`config.mk`:
```
export PLATFORM = sky130hd
export DESIGN_NAME = interp_nco_ctrl
export DESIGN_NICKNAME = d
export VERILOG_FILES = /design/src/rtl/interp_pkg.sv /design/src/rtl/pulse_delay_line.sv /design/src/rtl/interp_nco_ctrl.sv
export SDC_FILE = /design/constraint.sdc
export NUM_CORES = 1
export LEC_CHECK = 0
export ABC_CLOCK_PERIOD_IN_PS = 2900
export BUFFER_PORTS_ARGS = -buffer_cell sky130_fd_sc_hd__clkbuf_2
export CAP_MARGIN = 10
export CORE_ASPECT_RATIO = 0.6
export CORE_MARGIN = 2
export CORE_UTILIZATION = 55
export CTS_CLUSTER_SIZE = 14
export DETAILED_ROUTE_END_ITERATION = 10
export PLACE_DENSITY = 0.82
export SLEW_MARGIN = 20
export SYNTH_ARGS = -nofsm -noshare
export SYNTH_HDL_FRONTEND = slang
export SYNTH_SLANG_ARGS = --single-unit
```
`constraint.sdc`:
```
create_clock -name clk -period 2.9 [get_ports clk]
set_input_delay 0.145 -clock clk [delete_from_list [all_inputs] [get_ports clk]]
set_output_delay 0.145 -clock clk [all_outputs]
set_load 0.05 [all_outputs]
```
`src/rtl/interp_pkg.sv`:
```
// interp_pkg: Q1.15 constants, default NCO steps and saturation/clamp helpers for the interpolation controller
package interp_pkg;
    localparam int          FRAC_BITS = 15;
    localparam logic [15:0] ONE       = 16'(1 << FRAC_BITS);
    localparam logic [15:0] UK_MAX    = ONE - 16'h1;
    localparam logic [15:0] W0_DEF    = 16'h4000;
    localparam logic [15:0] W_MIN_DEF = 16'h2000;
    localparam logic [15:0] W_MAX_DEF = 16'h6000;

    function automatic logic [15:0] sat_7fff(input logic [31:0] v);
        return (v > {16'h0, UK_MAX}) ? UK_MAX : v[15:0];
    endfunction

    function automatic logic [15:0] clamp_w(input logic signed [16:0] s, input logic [15:0] lo, input logic [15:0] hi);
        return (s < $signed({1'b0, lo})) ? lo : (s > $signed({1'b0, hi})) ? hi : s[15:0];
    endfunction
endpackage

```
`src/rtl/pulse_delay_line.sv`:
```
// pulse_delay_line: async-reset shift register delaying a WIDTH-bit word by DEPTH clocks (DEPTH=0 passes through)
module pulse_delay_line #(
    parameter int WIDTH = 2,
    parameter int DEPTH = 3
) (
    input  logic             clk,
    input  logic             rst_n,
    input  logic [WIDTH-1:0] din,
    output logic [WIDTH-1:0] dout
);
    generate
        if (DEPTH == 0) begin : g_pass
            assign dout = din;
        end else begin : g_sr
            logic [WIDTH-1:0] sr [DEPTH];
            // shift one stage per clock, unconditionally, so pulses keep draining while the NCO is paused
            always_ff @(posedge clk or negedge rst_n) begin
                if (!rst_n) begin
                    for (int i = 0; i < DEPTH; i++) sr[i] <= '0;
                end else begin
                    sr[0] <= din;
                    for (int i = 1; i < DEPTH; i++) sr[i] <= sr[i-1];
                end
            end
            assign dout = sr[DEPTH-1];
        end
    endgenerate
endmodule

```
`src/rtl/interp_nco_ctrl.sv`:
```
// interp_nco_ctrl: modulo-1 decrementing NCO driving the Farrow interpolator with uk and an aligned strobe
module interp_nco_ctrl
    import interp_pkg::*;
#(
    parameter logic [15:0] W0         = W0_DEF,
    parameter logic [15:0] W_MIN      = W_MIN_DEF,
    parameter logic [15:0] W_MAX      = W_MAX_DEF,
    parameter int          OSR_LOG2   = 1,
    parameter int          STROBE_DLY = 3
) (
    input  logic        clk,
    input  logic        rst_n,
    input  logic        en,
    input  logic [15:0] w_adj,
    input  logic        w_adj_vld,
    output logic [15:0] uk,
    output logic        uk_vld,
    output logic        strobe,
    output logic        sym_sel,
    output logic [15:0] nco_eta
);
    logic [15:0]        eta;
    logic [15:0]        w_reg;
    logic               phase;
    logic [16:0]        diff;
    logic               uflow;
    logic signed [16:0] w_sum;
    logic [31:0]        eta_sh;

    assign diff    = {1'b0, eta} - {1'b0, w_reg};
    assign uflow   = diff[16];
    assign w_sum   = $signed({1'b0, W0}) + $signed({w_adj[15], w_adj});
    assign eta_sh  = {16'h0, eta} << OSR_LOG2;
    assign nco_eta = eta;

    // step register: the 17-bit sum is clamped, never wrapped, and applies from the next cycle
    always_ff @(posedge clk or negedge rst_n) begin
        if (!rst_n) w_reg <= W0;
        else if (w_adj_vld) w_reg <= clamp_w(w_sum, W_MIN, W_MAX);
    end

    // NCO decrement with modulo-1 wrap; an underflow captures uk from the pre-update eta and flips the phase
    always_ff @(posedge clk or negedge rst_n) begin
        if (!rst_n) begin
            eta    <= 16'h7FFF;
            uk     <= 16'h0;
            uk_vld <= 1'b0;
            phase  <= 1'b0;
        end else begin
            uk_vld <= en & uflow;
            if (en) begin
                eta <= uflow ? diff[15:0] + ONE : diff[15:0];
                if (uflow) begin
                    uk    <= sat_7fff(eta_sh);
                    phase <= ~phase;
                end
            end
        end
    end

    pulse_delay_line #(.WIDTH(2), .DEPTH(STROBE_DLY)) u_dly (
        .clk  (clk),
        .rst_n(rst_n),
        .din  ({uk_vld, phase}),
        .dout ({strobe, sym_sel})
    );
endmodule
```
[After elaboration in Yosys (flattened, before gate mapping)]
Cells that the tools add are included.
Word-level totals
  flip-flop bits (word level): 56
  bits in latches: 0
  RAM bits: 0
  bits in read-only memories: 0
  input bits: 20
  output and inout port bits: 35
  word-level logic and storage cells: 21
  memories kept: 0
Cells by class
  add/sub/neg operators: 3
  multiply operators: 0
  divide/modulo/power cells: 0
  order comparisons: 3
  eq/ne operators: 0
  shift-type cells: 0
  multiplexer cells: 4
  bitwise logic cells: 2
  reduce and logical (&&, ||, !) cells: 1
Operators by type and width (count)
  $mux W16: 4
  $add A16 B16 Y17 const A: 1
  $gt A17 B15 Y1 const B: 1
  $gt A17 B16 Y1 const B: 1
  $lt A17 B15 Y1 const B: 1
  $sub A16 B16 Y17: 1
  $add A16 B16 Y16 const B: 1
  $reduce_and A2 Y1: 1
  $and A1 B1 Y1: 1
  $not A1 Y1: 1

[Depth between registers and ports, before layout]
Gate-level depths: netlist of the first run.
  depth in word-level cells: 4
  mapped depth: 10

[Modules after synthesis]
Synthesis of the first run repeated with hierarchy kept, for this count alone.
Unflattened totals
  cell total of the unflattened synthesis: 292
  area total of the unflattened synthesis: 3060.4 µm²
Modules (own cells, without submodules)
  interp_nco_ctrl: times used 1, cells each 284, area each 2895.3 µm², sequential area each 1271.2 µm²
  pulse_delay_line: times used 1, cells each 8, area each 165.2 µm², sequential area each 150.1 µm²

[Worst setup path after synthesis of the first run]
Ideal clock, no wire load.
  path kind: register to register
  start: reg eta[0], in the netlist nco_eta[0]
  end: reg uk[10]
  library setup time: 0.125 ns
  data arrival time: 2.666 ns
  data required time: 2.775 ns
  slack: 0.108 ns
  stages on the path, launching flop included: 11
  path through: dfstp_2 -> inv_1 -> ha_1 -> fa_1 -> nor2b_4 -> o31a_4 -> o211ai_4 -> o21ai_2 -> a31oi_4 -> buf_12 -> mux2_4
On the way
  cells in the longest elaborated chain, start to end: 2
RTL lines
  from (decl): RTL line interp_nco_ctrl.sv:22  | logic [15:0] eta;
  from (signal assigned): RTL line interp_nco_ctrl.sv:52  | eta <= uflow ? diff[15:0] + ONE : diff[15:0];
  $sub A16 B16 Y17 or $gt A17 B15 Y1 (tied branches): RTL line interp_nco_ctrl.sv:30, interp_pkg.sv:11
  $reduce_and A2 Y1 (no line) or $mux W16 (tied branches)
  to (signal assigned): RTL line interp_nco_ctrl.sv:54  | uk <= sat_7fff(eta_sh);
  to (decl): RTL line interp_nco_ctrl.sv:16  | output logic [15:0] uk,
Parallel ways exist; a longest one is shown, timed or not.
A chain may end at the register's enable or synchronous reset.

[Final worst setup path of the first run]
  start: reg eta[0], in the netlist nco_eta[0]
  end: reg uk[9]
The elaborated chain is that of the path after synthesis.

==> metrics.md, run 1 <==
| Metric | Value |
|---|---|
| Status | `complete, no violations` |
| Total GRT Usage | `24.3%` |
| WP data required | `approximately 3100 ps` |
| Gp weighted congestion | `between 0.8 and 0.9` |
| Top cell type's share of synthesized area | `between 30% and 40%` |
| Combinational Power Share | `about three fifths` |
| Worst setup EP type | `flip-flop` |
| Post-synthesis sequential area ratio | `46.7%` |
| Slowest cell on crit path | `dfstp_2` |
| Hold_ws | `~55 ps` |
| Power, Total | `4.65 mW` |
| Top FF cell, synth | `dfrtp_1` |
| Remaining routing DRC violations | `0` |
| I/O pin total | `55` |
| Routed length per instance | `~16 um` |
| Period utilisation layout | `91.6%` |
| Sw Share | `between 40% and 50%` |
| Crit path launch type | `flip-flop` |
| Synth cell types | `48` |
| Actual slew at the worst max-slew pin | `around 700 ps` |
| Max-slew violations | `0` |
| Area growth from synthesis to layout | `16.4%` |
| Clock share of power | `9.7%` |
| Root Driver | `clkbuf_8` |
| Placed cells | `a little over 400` |
| Finished Layout Cells | `between 400 and 500` |
| Avg Inst Size Synth | `between 10 and 15 sq um` |
| Critical path buffers and inverters | `2` |
| CP max stage delay | `about 540 ps` |
| Nets | `392` |
| Num rows | `20` |
| Fraction of layout cells with a size suffix above 1 | `around 33%` |
| Reg-to-Reg Start | `nco_eta[0]` |
| Vias | `about 2.4k` |
| Initial Utilization | `58.5%` |
| Placed cell area | `~3400 sq um` |
| Chip width | `about 100 um` |
| Final global-route overflow total | `0` |
| Drt total wl | `a little under 7000 um` |
| Initial DRC Count | `122` |
| Fmax | `~380 MHz` |
| CP Data Arrival Time | `between 2000 and 3000 ps` |
| ANT nets after route | `0` |
| H-tree Lvls | `2` |
| Reg clk slew, reported paths | `roughly 100 ps` |
| Final Cell Area | `~3500 sq um` |
| Yosys reg bits | `between 50 and 60` |
| Number of flops mapped to enable cells by yosys | `0` |
| Largest net degree at the start of global routing | `57` |
| Final core area utilization | `68.1%` |
| Final worst setup slack | `approximately 240 ps` |
| Clk_skew | `10.1 ps` |
| Crit path from | `nco_eta[0]` |
| Buffers on Ports | `54` |
| Drt pass-1 iters | `4` |
| Die area | `just over 6000 sq um` |
| VDD IR max | `~670 uV` |
| R2r setup slk | `approximately 240 ps` |
| Setup TNS | `0 ps` |
| Fillers | `around 420` |
| Skew-Pair Late Insertion Delay | `roughly 320 ps` |
| TritonCTS buffer count | `5` |
| Core area | `~5200 sq um` |
| Vias per inst | `approximately 5.7` |
| TritonCTS clock tree | `yes` |
| Antenna Cells | `0` |
| Delay-heaviest family, CP | `adder cells` |
| Max_slew headroom | `54.0%` |
| Clock Path Buffers | `2` |
| Worst Hold Launch | `w_adj[11]` |
| Cell type with the largest total area after synthesis | `dfrtp_1` |
| Finish-stage setup viols | `0` |
| Pwr per Cell Area | `1310 nW/um^2` |
| First-pass GRT wire length | `about 11000 um` |
| Worst path cell trace | `inv_1, ha_1, fa_1, nor2b_4, o31a_4, o211ai_4, o21ai_2, a31oi_4, buf_12, mux2_4` |
| Mapped Cells | `between 200 and 300` |
| Crit path kind | `flip-flop to flip-flop` |
| Synth area leaders | `dfrtp_1 (33%), dfstp_2 (14%), ha_1 (7.0%)` |
| Die height | `approximately 62 um` |
| CTS sink cnt | `between 50 and 60` |
| Worst min-delay path class | `input port to flip-flop` |
| Final min period | `2660 ps` |
| Sw Pwr | `around 2.3 mW` |
| Post-synth top cells | `dfrtp_1 (40), nand2_1 (27), inv_1 (26)` |
| Final Hold Violating Endpoints | `0` |
| Crit-path max FO | `18` |
| Post-Syn Area | `about 3000 sq um` |
| RSZ-0062 raised after global routing | `no` |
| Leak Pwr | `1.60 nW` |
| Async S/R FF share, synth | `100%` |
| DP Wirelength | `between 5000 and 6000 um` |
| Place WS | `between 50 and 60 ps` |
| Sequential share of power | `about 29%` |
| Syn Nets | `328` |
| Initial antenna violation count | `0` |
| Vias in the first global route | `2198` |
| Synth warn | `0` |
| Dominant cell by count in the synthesized netlist | `dfrtp_1` |
| Int Power | `2.34 mW` |
| Max-cap violation count | `0` |
-- worst reg2reg max path, stage by stage (launching register included) --
cell      delay (ps)
dfstp_2          540
inv_1             60
ha_1             220
fa_1             440
nor2b_4          150
o31a_4           160
o211ai_4         100
o21ai_2          250
a31oi_4          120
buf_12           170
mux2_4           300
-- per-layer routing --
layer	GRT usage [%]	vias to the layer above	part of all wire, %
met5	0	-	0
met4	5.48	0	0.90
met3	5.11	9	9.1
met2	35.7	96	41
met1	37.3	1136	49
li1	-	1150	-
-- cell usage in the layout, fill, tap and decap left out, drive strengths merged, types with 2 or more instances in the layout --
cell	count
mux2i	3
dfrtp	40
a211o	2
nor2b	3
a21oi	12
o31ai	4
nor2	18
o221ai	2
o21ai	24
buf	10
a31oi	2
nand3	3
inv	27
nand2b	3
o21a	10
clkbuf	60
xor2	5
nor4	3
nor3	6
o211ai	2
nand2	27
xnor2	4
dfstp	16
or3	13
mux2	20
a211oi	3
o31a	2
ha	17
-- area by class of cell --
| type | instances | area, sq um | share of cell area (%) |
|---|---|---|---|
| Inverter | 26 | 97.6 | 2.75 |
| Tap cell | 66 | 82.6 | 2.33 |
| Sequential cell | 56 | 1420 | 40.1 |
| Clock inverter | 2 | 13.8 | 0.388 |
| Multi-Input combinational cell | 200 | 1480 | 41.7 |
| Clock buffer | 6 | 82.6 | 2.33 |
| Timing Repair Buffer | 65 | 368 | 10.4 |
-- final timing paths --
kind,end,cells past startpoint
max reg2reg,uk[9],10
min reg2reg,u_dly.g_sr.sr[2],0
min,w_reg[11],3
max in group asynchronous,uk[14],3
min in group asynchronous,u_dly.g_sr.sr[2],3
max,uk[9],10
-- cells by family (layout without fill, tap and decap cells) --
| group | Yosys count | count (layout) | share of synthesized area [%] |
|---|---|---|---|
| xor+xnor | 9 | 9 | 2.59 |
| simple gates | 80 | 80 | 12.9 |
| mux | 23 | 23 | 9.12 |
| compound gates | 70 | 70 | 16.3 |
| flops | 56 | 56 | 46.7 |
| buf+inv | 34 | 99 | 4.72 |
| fa+ha+maj | 18 | 18 | 7.64 |
-- power by group through the flow --
stage / registers, mW / logic [mW] / clock network, mW
finish: 1.35 / 2.84 / 0.451
global route: 1.40 / 3.07 / 0.498
CTS: 1.35 / 2.79 / 0.463
detailed placement: 1.37 / 2.77 / 0
global placement: 1.35 / 2.73 / 0
floorplan: 2.06 / 1.44 / 0
-- timing repair --
action,in CTS,in global routing
hold buffers,1,0
hold endpoints to repair,40,0
setup buffers,0,2
gates resized for setup,0,0
setup endpoints to repair,0,14
(Power assumes the default switching activity.)
==> run 2, diff against run 1 <==
--- a/config.mk
+++ b/config.mk
@@ -5,6 +5,7 @@
 export SDC_FILE = /design/constraint.sdc
 export NUM_CORES = 1
 export LEC_CHECK = 0
+export ABC_AREA = 1
 export ABC_CLOCK_PERIOD_IN_PS = 2900
 export BUFFER_PORTS_ARGS = -buffer_cell sky130_fd_sc_hd__clkbuf_2
 export CAP_MARGIN = 10
@@ -13,7 +14,7 @@
 export CORE_UTILIZATION = 55
 export CTS_CLUSTER_SIZE = 14
 export DETAILED_ROUTE_END_ITERATION = 10
-export PLACE_DENSITY = 0.82
+export PLACE_DENSITY = 0.81
 export SLEW_MARGIN = 20
 export SYNTH_ARGS = -nofsm -noshare
 export SYNTH_HDL_FRONTEND = slang
==> run 2 against run 1 <==
Compared with the run above: synthesized cell count grew 37%; wire length grew 4.5%; fmax grew 6.1%; design area grew 2.6%; first-iteration DRC count grew 96%; global-route usage shrank 0.63 points; critical path type unchanged; sequential cell count is the same; non-clock buffer count shrank 8; cell count grew 26%; die area grew 5.4%; clock skew grew 2.5 ps; register-to-register slack gained 150 ps.
==> metrics.md, run 2 <==
| Metric | Value |
|---|---|
| CP Data Arrival Time | `2710 ps (-150 ps)` |
| TritonCTS clock tree | `yes` |
| Crit path kind | `flip-flop to flip-flop` |
| Multi-input gate area | `1540 sq um (+4.0%)` |
| Post-synthesis compound-gate area fraction | `11.0% (-5.3 points)` |
| Post-synth top cells | `nand2_1 (91), inv_1 (47), dfrtp_1 (40)` |
| Finish-stage setup viols | `0 (unchanged)` |
| Clock Path Buffers | `2 (unchanged)` |
| Drt total wl | `7240 um (+4.5%)` |
| Die height | `63.3 um (+2.6%)` |
| Vias | `2737 (+14%)` |
| Final Hold Violating Endpoints | `0 (unchanged)` |
| Yosys reg bits | `56 (unchanged)` |
| Crit-path max FO | `31 (+13)` |
| Vias per inst | `5.16 (-9.1%)` |
| Fmax | `400 MHz (+6.1%)` |
| Remaining routing DRC violations | `0 (unchanged)` |
| Place WS | `422 ps (+366 ps)` |
| Num rows | `21 (+5.0%)` |
| Met2 global-route usage | `34.2% (-1.5 points)` |
| DP Wirelength | `5670 um (+7.3%)` |
| Number of flops mapped to enable cells by yosys | `0 (unchanged)` |
| Synth cell types | `33 (-31%)` |
| H-tree Lvls | `2 (unchanged)` |
| Avg Inst Size Synth | `8.13 sq um (-23%)` |
| Initial antenna violation count | `0 (unchanged)` |
| Post-Syn Area | `3220 sq um (+5.7%)` |
| Storage cell area | `1420 sq um (unchanged)` |
| First-pass GRT wire length | `11900 um (+6.1%)` |
| WP data required | `3110 ps (about the same)` |
| Syn Nets | `434 (+32%)` |
| Total GRT Usage | `23.7% (-0.63 points)` |
| Top cell type's share of synthesized area | `31.1% (-1.8 points)` |
| Period utilisation layout | `86.3% (-5.3 points)` |
| Dominant cell by count in the synthesized netlist | `nand2_1` |
| Area growth from synthesis to layout | `13.1%` |
| Max-slew violations | `0 (unchanged)` |
| Skew-Pair Late Insertion Delay | `320 ps (about the same)` |
| Worst setup EP type | `flip-flop` |
| Mux cell area share after synthesis | `0% (-9.1 points)` |
| Root Driver | `clkbuf_8` |
| Post-synthesis xor/xnor area fraction | `1.91% (-0.68 points)` |
| Drt pass-1 iters | `4 (unchanged)` |
| Post-synthesis simple-gate area fraction | `27.7% (+15 points)` |
| Adder and majority gate portion of the synthesized area | `7.23% (-0.41 points)` |
| I/O pin total | `55 (unchanged)` |
| Gp weighted congestion | `0.902 (+2.6%)` |
| CTS sink cnt | `56 (unchanged)` |
| Core area | `5620 sq um (+8.0%)` |
| Die area | `6500 sq um (+5.4%)` |
| Cell type with the largest total area after synthesis | `dfrtp_1` |
| TritonCTS buffer count | `5 (unchanged)` |
| ANT nets after route | `0 (unchanged)` |
| Worst min-delay path class | `input port to flip-flop` |
| Initial DRC Count | `239 (+96%)` |
| Global route hottest layer | `met1` |
| Post-synthesis sequential area ratio | `44.2% (-2.5 points)` |
| Final worst setup slack | `398 ps (+153 ps)` |
| Antenna Cells | `0 (unchanged)` |
| Setup TNS | `0 ps (unchanged)` |
| Final min period | `2500 ps (-153 ps)` |
| Top FF cell, synth | `dfrtp_1` |
| Mapped Cells | `396 (+37%)` |
| Chip width | `103 um (+2.7%)` |
| Final global-route overflow total | `0 (unchanged)` |
| Most common cell after layout, fill and taps aside | `nand2_1` |
| Routed length per instance | `13.7 um (-17%)` |
| Largest net degree at the start of global routing | `33 (-42%)` |
| Max_slew headroom | `48.8% (-5.2 points)` |
| Buffers on Ports | `54 (unchanged)` |
| GRT met1 Usage | `36.8% (-0.47 points)` |
| Reg clk slew, reported paths | `100 ps (about the same)` |
| Clk_skew | `12.6 ps (+2.46 ps)` |
| Initial Utilization | `57.2% (-1.3 points)` |
| Async S/R FF share, synth | `100% (unchanged)` |
| Crit path launch type | `flip-flop` |
| Main combinational cell family by area after synthesis | `simple AND/OR/NAND/NOR gates` |
| Actual slew at the worst max-slew pin | `768 ps (+78.5 ps)` |
| Vias in the first global route | `2533 (+15%)` |
| Grt met3 use | `4.00% (-1.1 points)` |
| Nets | `487 (+24%)` |
| Synth area leaders | `dfrtp_1 (31%), dfstp_2 (13%), nand2_1 (11%)` |
| Fillers | `501 (+19%)` |
| Max-cap violation count | `0 (unchanged)` |
| Synth warn | `0 (unchanged)` |
| Commonest cells after routing, fill and taps aside | `nand2_1 (91), clkbuf_2 (54), inv_1 (47)` |
| Fraction of layout cells with a size suffix above 1 | `28.2% (-4.5 points)` |
| Status | `complete, no violations` |
| RSZ-0062 raised after global routing | `no` |
[run 2: cell count changes after synthesis, moves of 14 or more]
cell,previous run,this run
nand2_2,0,22
nor2_1,18,39
inv_1,26,47
mux2_2,14,0
nand2_1,27,91
nand3_1,3,32
[run 2: worst paths after layout]
kind                                  start          endpoint  slack [ps]  cells after the start
setup / recovery                 nco_eta[0]            uk[13]         400                     12
hold / removal                     w_adj[0]          w_reg[0]          60                      3
setup reg to reg                 nco_eta[0]            uk[13]         400                     12
hold reg to reg            u_dly.g_sr.sr[5]  u_dly.g_sr.sr[3]         360                      0
max in group asynchronous             rst_n       nco_eta[14]        1620                      3
min in group asynchronous             rst_n     u_dly.dout[0]         410                      2
[run 2: through the flow]
step	area [sq um]	util [%]	hold WS [ps]	std cells
2_1_floorplan	3220	-	-151	396
3_3_place_gp	3540	62.9	241	521
3_5_place_dp	3540	62.9	249	521
4_1_cts	3640	64.7	64.7	530
5_1_grt	3640	64.7	81.3	530
6_report	3640	64.7	63.8	530
[run 2: cell type report]
type,count,area share (%)
inverter,51,5.26
clock inverter,3,0.619
sequential,56,39.1
clock buffer,5,1.89
tap,80,2.75
multi-input combinational,278,42.3
timing repair buffer,57,8.12
[run 2: cells by family after synthesis]
logic type / count (synthesis)
AOI/OAI and AO/OA: 54
xor gates and xnor gates: 7
adders and majority gates: 18
buffers and inverters: 62
DFF: 56
and+or+nand+nor: 199
[run 2: repair_timing]
action / 4_1_cts / 5_1_grt
gates resized for setup: 0 / 0
buffers inserted: 0 / 0
hold buffers: 1 / 0
hold endpoints to repair: 22 / 0
[run 2: per-layer routing]
layer	part of all wire, %	vias to the layer above
li1	-	1366
met2	44	75
met4	0.87	0
met1	50	1288
met3	5.4	8
met5	0	-
[run 2: critical path: stages (launching register included)]
cell and delay, ps:
dfstp_2 580, inv_1 50, ha_1 220, fa_1 380, inv_1 80, nand2_1 80
nand2_1 70, nand3b_1 90, nand2_2 120, a21oi_4 80, nand2_4 370, buf_4 220
o21ai_2 50
Power of run 2 is left out: the tool's default activity adds up to more than one toggle a clock period on the data nets, which glitch-free logic cannot reach.
==> run 3, diff against run 2 <==
==> constraint.sdc (replaced) <==
create_clock -name clk -period 2.9 [get_ports clk]
set_input_delay 0.58 -clock clk [delete_from_list [all_inputs] [get_ports clk]]
set_output_delay 0.58 -clock clk [all_outputs]
set_load 0.05 [all_outputs]
==> run 3 against run 2 <==
Compared with the run above: clock skew fell by 3.2 ps; via count rose by 2.9%; global-route usage rose by 0.44 points; worst setup slack improved by 23 ps; wire length rose by 1.9%; design area did not move; worst hold slack improved by 230 ps; cell count fell by 0.19%; first-iteration DRC count fell by 33%; critical endpoint is now uk[14].
==> metrics.md, run 3 (synthesis gave the netlist of run 2 again) <==
| Metric | Value |
|---|---|
| Status | `complete, no violations` |
| Post_cts resized | `0 (unchanged)` |
| CP Data Arrival Time | `2690 ps (-20 ps)` |
| Crit-path max FO | `31 (unchanged)` |
| Fmax | `403 MHz (+0.95%)` |
| Routed met1 length | `3600 um (unchanged)` |
| Max-slew violations | `0 (unchanged)` |
| Initial DRC Count | `159 (-33%)` |
| Final core area utilization | `64.7% (unchanged)` |
| CTS sink cnt | `56 (unchanged)` |
| TritonCTS clock tree | `yes` |
| Worst min-delay path class | `input port to asynchronous set/reset pin` |
| Gp weighted congestion | `0.897 (-0.59%)` |
| Finished Layout Cells | `529 (-0.19%)` |
| Routed length per instance | `13.9 um (+2.1%)` |
| Largest net degree at the start of global routing | `32 (-3.0%)` |
| Reg clk slew, reported paths | `100 ps (about the same)` |
| Buffers on Ports | `54 (unchanged)` |
| Drt pass-1 iters | `5 (+1)` |
| Postcts setup bufs | `0 (unchanged)` |
| ANT nets after route | `0 (unchanged)` |
| Num rows | `21 (unchanged)` |
| Post-CTS Hold Fix Bufs | `0 (-1)` |
| Root Driver | `clkbuf_8` |
| Core area | `5620 sq um (unchanged)` |
| Finish-stage setup viols | `0 (unchanged)` |
| Worst setup EP type | `flip-flop` |
| Top sig layer | `met4` |
| Most common cell after layout, fill and taps aside | `nand2_1` |
| Nets | `486 (-0.21%)` |
| Final global-route overflow total | `0 (unchanged)` |
| Chip width | `103 um (unchanged)` |
| Fraction of layout cells with a size suffix above 1 | `28.1% (-0.16 points)` |
| Period utilisation layout | `85.5% (-0.81 points)` |
| Max-cap violation count | `0 (unchanged)` |
| Drt total wl | `7370 um (+1.9%)` |
| Crit path launch type | `flip-flop` |
| Setup TNS | `0 ps (unchanged)` |
| Die area | `6500 sq um (unchanged)` |
| Final Hold Violating Endpoints | `0 (unchanged)` |
| Fillers | `519 (+3.6%)` |
| Max_slew headroom | `51.1% (+2.3 points)` |
| Remaining routing DRC violations | `0 (unchanged)` |
| TritonCTS buffer count | `5 (unchanged)` |
| Initial Utilization | `57.2% (unchanged)` |
| Clock Path Buffers | `2 (unchanged)` |
| Antenna Cells | `0 (unchanged)` |
| Final min period | `2480 ps (-23.5 ps)` |
| Clk_skew | `9.34 ps (-3.23 ps)` |
| Placed cells | `521 (unchanged)` |
| Vias per inst | `5.32 (+3.1%)` |
| Skew-Pair Late Insertion Delay | `320 ps (about the same)` |
| Vias in the first global route | `2647 (+4.5%)` |
| Commonest cells after routing, fill and taps aside | `nand2_1 (91), clkbuf_2 (54), inv_1 (47)` |
| Total GRT Usage | `24.1% (+0.44 points)` |
| H-tree Lvls | `2 (unchanged)` |
| Crit path kind | `flip-flop to flip-flop` |
| WL met2 | `3270 um (+2.8%)` |
| Actual slew at the worst max-slew pin | `734 ps (-34.3 ps)` |
| Final worst setup slack | `421 ps (+23.5 ps)` |
| WP data required | `3110 ps (about the same)` |
| Die height | `63.3 um (unchanged)` |
| First-pass GRT wire length | `12200 um (+2.2%)` |
| Place WS | `444 ps (+22.3 ps)` |
| I/O pin total | `55 (unchanged)` |
| Vias | `2816 (+2.9%)` |
| Initial antenna violation count | `0 (unchanged)` |
| Met3 Wirelength | `441 um (+13%)` |
| Area growth from synthesis to layout | `13.1% (unchanged)` |
| DP Wirelength | `5740 um (+1.3%)` |
| RSZ-0062 raised after global routing | `no` |
run 3: changes by cell type in the layout (fill, tap and decap cells not counted):
| cell | delta |
|---|---|
| clkinvlp_4 | +1 |
| clkbuf_1 | +1 |
| buf_12 | +1 |
| buf_4 | -1 |
| inv_6 | -1 |
| clkinv_2 | -1 |
| dlygate4sd3_1 | -1 |
run 3: layout make-up:
class                   count  area, sq um  area share [%]
multi-input cells         278         1540            42.3
flip-flops and latches     56         1420            39.1
repair buffers             56          298            8.18
inverters                  51          191            5.26
well taps                  80          100            2.75
clock buffers               6         72.6            1.99
clock inverters             2         16.3           0.447
run 3: critical path: stages, from the launching register on:
cell and delay (ps):
dfstp_2 570, inv_1 40, ha_1 220, fa_1 380, inv_1 80, nand2_1 80
nand2_1 60, nand3b_1 80, nand2_2 120, a21oi_4 80, nand2_4 380, buf_4 210
o21ai_2 50
run 3: stage by stage:
step	hold slack, ps	cell area, sq um
final	297	3640
after global routing	348	3640
after CTS	323	3640
after detailed placement	336	3550
after global placement	332	3550
after floorplan	284	3220
run 3: per-layer routing:
metal	vias up	track usage, %
met4	0	5.43
li1	1367	-
met2	91	36.8
met1	1346	35.9
met5	-	0
met3	12	4.44
run 3: final timing paths:
kind	startpoint	endpoint	slack, ps	cells past startpoint
worst max-delay path	nco_eta[0]	uk[14]	420	12
worst min-delay path	rst_n	u_dly.g_sr.sr[3]	300	1
worst max register to register	nco_eta[0]	uk[14]	420	12
worst min register to register	u_dly.g_sr.sr[4]	u_dly.g_sr.sr[2]	360	0
max in group asynchronous	rst_n	nco_eta[14]	1930	2
min in group clk	u_dly.g_sr.sr[4]	u_dly.g_sr.sr[2]	360	0
Power of run 3 is left out for the same reason.
